**config.mk**
```make
export PLATFORM = sky130hd
export DESIGN_NAME = tmp_readout
export DESIGN_NICKNAME = d
export VERILOG_FILES = /design/src/rtl/tmp_readout.sv
export SDC_FILE = /design/constraint.sdc
export NUM_CORES = 1
export LEC_CHECK = 0
export ABC_AREA = 1
export ABC_CLOCK_PERIOD_IN_PS = 3000
export CELL_PAD_IN_SITES_DETAIL_PLACEMENT = 1
export CELL_PAD_IN_SITES_GLOBAL_PLACEMENT = 1
export CORE_MARGIN = 2
export CORE_UTILIZATION = 40
export DETAILED_ROUTE_END_ITERATION = 16
export HOLD_SLACK_MARGIN = 0.15
export PLACE_DENSITY_LB_ADDON = 0.15
export SETUP_SLACK_MARGIN = 0.2
export SYNTH_ARGS = -nofsm -noshare
export SYNTH_HDL_FRONTEND = slang
export SYNTH_SLANG_ARGS = --single-unit
```
**constraint.sdc**
```tcl
create_clock -name clk -period 3 [get_ports clk]
set_input_delay 0.45 -clock clk [delete_from_list [all_inputs] [get_ports clk]]
set_output_delay 0.45 -clock clk [all_outputs]
set_load 0.02 [all_outputs]
```
**src/rtl/tmp_readout.sv**
```systemverilog
// Temperature-sensor readout: counts source/sink toggles per frame, averages
// the signed difference over 2^AVG_LOG2 frames and queues words in a FIFO.
module tmp_readout #(
  parameter int CNT_W      = 8,
  parameter int AVG_LOG2   = 0,
  parameter int FIFO_DEPTH = 4
) (
  input  logic             clk,
  input  logic             reset,
  input  logic             clear,
  input  logic             frame_active,
  input  logic             snk,
  input  logic             src_n,
  output logic [CNT_W:0]   out_data,
  output logic             out_sat,
  output logic             out_valid,
  input  logic             out_ready,
  output logic             overrun,
  output logic             busy
);
  // state | meaning
  // IDLE  | waiting for frame_active; entry cycle already counts events
  // COUNT | counting toggles until frame_active falls
  // CLOSE | fold src-snk difference into the accumulator
  // PUSH  | write averaged word (and sat flag) into the FIFO

  localparam int ACC_W = CNT_W + 1 + AVG_LOG2;
  localparam int FI_W  = (AVG_LOG2 > 0) ? AVG_LOG2 : 1;
  localparam int AW    = (FIFO_DEPTH > 1) ? $clog2(FIFO_DEPTH) : 1;
  localparam logic [FI_W-1:0]  FI_LAST = FI_W'((1 << AVG_LOG2) - 1);
  localparam logic [CNT_W-1:0] CNT_MAX = '1;
  localparam logic [AW:0]      FULL_CNT = (AW+1)'(FIFO_DEPTH);

  typedef enum logic [1:0] {IDLE, COUNT, CLOSE, PUSH} state_t;
  typedef logic [CNT_W+1:0] entry_t;

  state_t                   state_q, state_d;
  logic                     snk_q, snk_d, src_n_q, src_n_d;
  logic [CNT_W-1:0]         src_cnt_q, src_cnt_d, snk_cnt_q, snk_cnt_d;
  logic                     sat_q, sat_d;
  logic signed [ACC_W-1:0]  acc_q, acc_d;
  logic [FI_W-1:0]          fidx_q, fidx_d;
  entry_t                   mem_q [FIFO_DEPTH];
  entry_t                   mem_d [FIFO_DEPTH];
  logic [AW-1:0]            wr_ptr_q, wr_ptr_d, rd_ptr_q, rd_ptr_d;
  logic [AW:0]              cnt_q, cnt_d;
  logic                     overrun_q, overrun_d;
  entry_t                   last_q, last_d;

  logic                     snk_evt, src_evt, count_en, push, pop, full, do_wr;
  logic signed [CNT_W:0]    diff_s;
  logic [CNT_W:0]           result;

  always_comb begin
    state_d   = state_q;
    snk_d     = snk;
    src_n_d   = src_n;
    src_cnt_d = src_cnt_q;
    snk_cnt_d = snk_cnt_q;
    sat_d     = sat_q;
    acc_d     = acc_q;
    fidx_d    = fidx_q;
    mem_d     = mem_q;
    wr_ptr_d  = wr_ptr_q;
    rd_ptr_d  = rd_ptr_q;
    cnt_d     = cnt_q;
    overrun_d = overrun_q;
    last_d    = last_q;

    snk_evt  = snk ^ snk_q;
    src_evt  = src_n ^ src_n_q;
    count_en = frame_active && (state_q == IDLE || state_q == COUNT);
    diff_s   = $signed({1'b0, src_cnt_q}) - $signed({1'b0, snk_cnt_q});
    result   = (CNT_W+1)'(acc_q >>> AVG_LOG2);

    if (count_en) begin
      if (src_evt) begin
        if (src_cnt_q == CNT_MAX) sat_d = 1'b1;
        else                      src_cnt_d = src_cnt_q + 1'b1;
      end
      if (snk_evt) begin
        if (snk_cnt_q == CNT_MAX) sat_d = 1'b1;
        else                      snk_cnt_d = snk_cnt_q + 1'b1;
      end
    end

    case (state_q)
      IDLE:  if (frame_active) state_d = COUNT;
      COUNT: if (!frame_active) state_d = CLOSE;
      CLOSE: begin
        acc_d     = acc_q + ACC_W'(diff_s);
        src_cnt_d = '0;
        snk_cnt_d = '0;
        if (fidx_q == FI_LAST) begin
          fidx_d  = '0;
          state_d = PUSH;
        end else begin
          fidx_d  = fidx_q + 1'b1;
          state_d = IDLE;
        end
      end
      PUSH: begin
        acc_d   = '0;
        sat_d   = 1'b0;
        state_d = IDLE;
      end
      default: state_d = IDLE;
    endcase

    // A full FIFO still accepts the new word when the head leaves this cycle.
    push  = (state_q == PUSH);
    pop   = out_valid && out_ready;
    full  = (cnt_q == FULL_CNT);
    do_wr = push && (!full || pop);
    if (push && full && !pop) overrun_d = 1'b1;
    if (do_wr) begin
      mem_d[wr_ptr_q] = {result, sat_q};
      wr_ptr_d        = wr_ptr_q + 1'b1;
    end
    if (pop) begin
      last_d   = mem_q[rd_ptr_q];
      rd_ptr_d = rd_ptr_q + 1'b1;
    end
    cnt_d = cnt_q + (AW+1)'(do_wr) - (AW+1)'(pop);

    if (clear) begin
      state_d   = IDLE;
      snk_d     = 1'b0;
      src_n_d   = 1'b0;
      src_cnt_d = '0;
      snk_cnt_d = '0;
      sat_d     = 1'b0;
      acc_d     = '0;
      fidx_d    = '0;
      wr_ptr_d  = '0;
      rd_ptr_d  = '0;
      cnt_d     = '0;
      overrun_d = 1'b0;
      last_d    = '0;
    end
  end

  always_ff @(posedge clk or posedge reset) begin
    if (reset) begin
      state_q   <= IDLE;
      snk_q     <= 1'b0;
      src_n_q   <= 1'b0;
      src_cnt_q <= '0;
      snk_cnt_q <= '0;
      sat_q     <= 1'b0;
      acc_q     <= '0;
      fidx_q    <= '0;
      mem_q     <= '{default: '0};
      wr_ptr_q  <= '0;
      rd_ptr_q  <= '0;
      cnt_q     <= '0;
      overrun_q <= 1'b0;
      last_q    <= '0;
    end else begin
      state_q   <= state_d;
      snk_q     <= snk_d;
      src_n_q   <= src_n_d;
      src_cnt_q <= src_cnt_d;
      snk_cnt_q <= snk_cnt_d;
      sat_q     <= sat_d;
      acc_q     <= acc_d;
      fidx_q    <= fidx_d;
      mem_q     <= mem_d;
      wr_ptr_q  <= wr_ptr_d;
      rd_ptr_q  <= rd_ptr_d;
      cnt_q     <= cnt_d;
      overrun_q <= overrun_d;
      last_q    <= last_d;
    end
  end

  // Empty FIFO keeps presenting the most recently popped word.
  assign out_valid           = (cnt_q != '0);
  assign {out_data, out_sat} = out_valid ? mem_q[rd_ptr_q] : last_q;
  assign overrun             = overrun_q;
  assign busy                = (state_q != IDLE);

endmodule

```
==> flow_summary_export.csv <==
group,metric,value,unit
timing,rsz0062_at_grt,"false",
clock_tree,clk_path_buf_depth,2,
die,dieWidth,117,um
timing,timing.setup.tns,0,ns
finish,regArea,2200,um2
place,gp_congestion,0.846,
setup_path,cpPeakStageDelay,0.63,ns
synthesis,yosysMostFrequentCell,"nand2_1",
timing,fmax,377,MHz
die,initial_core_util,40.8,%
setup_path,critical_path_required,2.55,ns
pwr,p_seq_share,31.1,%
finish,drive_above_1_share,7.48,%
timing,post-route-min-period,2.66,ns
finish,instances_no_fill,854,
synthesis,synthSimpleGateAreaFrac,23.2,%
grt,grt_pass1_vias,4481,
synthesis,syn-num-nets,693,
hold_path,hold_class,"input port to asynchronous set/reset pin",
setup_path,path_common_cell,"nor2_1",
synthesis,synth_cell_types,34,
clock_tree,cts_tree,"built",
drt,drcViolationCount,0,
timing,hold_viol,0,
place,dp_hpwl,9610,um
timing,setup_viol,0,
drt,wl_per_cell,15.1,um
place,placedCellCount,836,
drt,wirelength,12900,um
finish,nets,715,
pwr,ir_drop,366,uV
drt,drt_iter0_markers,147,
timing,maxSlewHeadroom,63.0,%
clock_tree,cts.sinks,88,
pwr,power.density,1010,nW/um2
timing,worst_pin_slew,0.555,ns
flow_run,max_cap_viol_count,0,
synthesis,synth_compound_area_share,14.3,%
grt,grt_usage,21.1,%
grt,use_met2,36.6,%
outcome,status,"finished clean",
synthesis,ys_ff_latch,88,
grt,grt_overflow,0,
setup_path,crit_fanout,37,
pwr,intPower,3.39,mW
die,pin_count,20,
synthesis,synth.area.mux_share,0,%
die,fp-row-count,41,
clock_tree,htree_levels,3,
drt,vias_per_cell,5.00,
synthesis,yosysTopAreaCell,"dfrtp_1",
clock_tree,cts_buffers,9,
finish,multi_input_area,2440,um2
synthesis,synth_async_sr_flop_share,100,%
grt,grt_max_degree,43,
grt,antenna_found_initial,0,
setup_path,cp.arrival,2.21,ns
synthesis,syn_avg_cell_area,7.83,um2
setup_path,end_kind,"output port",
synthesis,yosysSeqAreaShare,43.0,%
synthesis,synth_xor_area_share,1.03,%
pwr,leakagePower,2.76,nW
timing,fin_worst_skew,0.00824,ns
synthesis,synthFlopType,"dfrtp_1",
synthesis,synth_area_leaders,"dfrtp_1 (43%), nand2_1 (13%), inv_1 (7.1%)",
synthesis,synth_fa_ha_area_share,8.88,%
pwr,swShare,42.5,%
clock_tree,cts-root-buf,"clkbuf_16",
clock_tree,clk_latency,0.35,ns
setup_path,crit_type,"flop to output port",
timing,slew_viol_final,0,
grt,grt_busiest_layer,"met2",
die,die_area,13700,um2
finish,n_fill_cell,1573,
pwr,power_frac_clock,21.1,%
pwr,switchingPower,2.51,mW
setup_path,critPathBufInv,3,
place,port_buffers,19,
synthesis,syn-cell-area,5130,um2
setup_path,slowest_stage,"clkdlybuf4s50_1",
synthesis,yosys_warnings,0,
die,design.core.area,12600,um2
clock_tree,clkTransAtPathRegs,0.06,ns
synthesis,synth_top_family_by_area,"simple AND/OR/NAND/NOR gates",
setup_path,cp_cell_sequence,"buf_12, inv_1, nor2_1, nor2_1, a21oi_1, o21ai_0, clkdlybuf4s50_1",
grt,grtUsageMet3,2.78,%
grt,grt_pass1_wl,22200,um
die,chipHeight,117,um
synthesis,netlist.area_leader.share,43.0,%
pwr,share_comb_of_total_power,47.9,%
drt,route.vias.total,4267,
synthesis,synth_cells,655,
drt,ant_nets,0,
setup_path,crit_family,"buffers and inverters",
clock_tree,postCtsSetupRepairBufs,0,
grt,use_met1,27.0,%
synthesis,netlist_top_cells_count,"nand2_1 (174), inv_1 (97), dfrtp_1 (88)",
setup_path,setup.worst_path.start_class,"flop",
synthesis,synth_edf_count,0,
finish,antennaDiodeCount,0,
drt,drt_pass1_iterations,4,
finish,areaGrowthSynthToFinish,14.2,%
timing,min_period_over_period,88.5,%
==> power groups by stage <==
stage	clock (mW)	sequential, mW	combinational (mW)
after floorplan	0	1.76	2.04
after global placement	0	1.84	2.69
after detailed placement	0	1.86	2.81
after CTS	1.27	1.84	2.83
after global routing	1.31	1.89	3.28
final	1.24	1.83	2.82
==> flip-flops by register name, summed over array words and instances, names as in the netlist <==
name       flops
mem_q         40
last_q        10
acc_q          9
snk_cnt_q      8
src_cnt_q      8
cnt_q          3
rd_ptr_q       2
state_q        2
wr_ptr_q       2
overrun        1
sat_q          1
snk_q          1
src_n_q        1
==> metrics by stage <==
step	setup slack (ns)	cell area, um2	power [mW]	hold WS, ns	util, %
after floorplan	0.271	5130	3.80	0.453	-
after detailed placement	0.520	5510	4.67	0.477	43.8
after CTS	0.231	5830	5.94	0.473	46.4
final	0.344	5850	5.90	0.457	46.6
after global routing	0.209	5850	6.48	0.495	46.6
after global placement	0.593	5510	4.52	0.465	43.8
==> cell type report <==
type                       instances  area share [%]
clock buffer                      11            4.15
clock inverter                     5            1.37
inverter                         100            6.50
multi-input combinational        448            41.6
sequential                        88            37.6
tap                              172            3.68
timing repair buffer              28            4.83
timing repair inverter             2           0.214
==> path summary, 6_finish.rpt <==
kind                               from          end  slack [ns]  cells after the start
hold reg to reg               mem_q[14]    mem_q[14]        0.49                      1
setup / recovery            rd_ptr_q[0]  out_data[2]        0.34                      7
min in group clk              mem_q[14]    mem_q[14]        0.49                      1
hold / removal                    reset      src_n_q        0.46                      2
max in group asynchronous         reset    mem_q[39]        1.87                      3
setup reg to reg           src_cnt_q[1]     acc_q[8]        0.71                     10
==> layer usage <==
metal  part of all wire (%)  wire length, um
met1                     47             6110
met2                     49             6360
met3                    1.6              210
met4                    1.6              210
met5                      0                0
==> kinds of logic after synthesis <==
| group | Yosys count |
|---|---|
| buffers and inverters | 119 |
| xor gates and xnor gates | 6 |
| adders and majority gates | 31 |
| AOI/OAI and AO/OA | 131 |
| and+or+nand+nor | 280 |
| DFF | 88 |
==> timing repair <==
action / in CTS / in global routing
gates resized for setup: 0 / 3
endpoints found under the setup margin: 0 / 10
hold buffers: 0 / 0
==> placed cells by master (no fill, tap or decap), drive strengths merged <==
| master | n |
|---|---|
| buf | 9 |
| xor2 | 5 |
| clkinvlp | 5 |
| inv | 97 |
| o21ai | 80 |
| a21oi | 23 |
| nand2 | 181 |
| ha | 22 |
| nand3b | 2 |
| nor4 | 1 |
| nand4 | 6 |
| dfrtp | 88 |
| o211ai | 1 |
| bufinv | 2 |
| o21a | 23 |
| clkbuf | 11 |
| o21bai | 2 |
| nand3 | 33 |
| clkdlybuf4s50 | 19 |
| nor3 | 1 |
| o22ai | 2 |
| xnor2 | 1 |
| nor2 | 55 |
| or2 | 1 |
| fa | 9 |
| clkinv | 3 |
==> worst reg2reg max path, stage by stage, from the launching register on <==
cell,delay (ns)
dfrtp_1,0.38
inv_1,0.10
fa_1,0.53
fa_1,0.48
nand3b_1,0.18
nand2_1,0.15
nand2_1,0.10
nand2_1,0.07
nand2_1,0.05
nand3_1,0.07
nand2_1,0.05
Power figures use the tool's default switching activity.
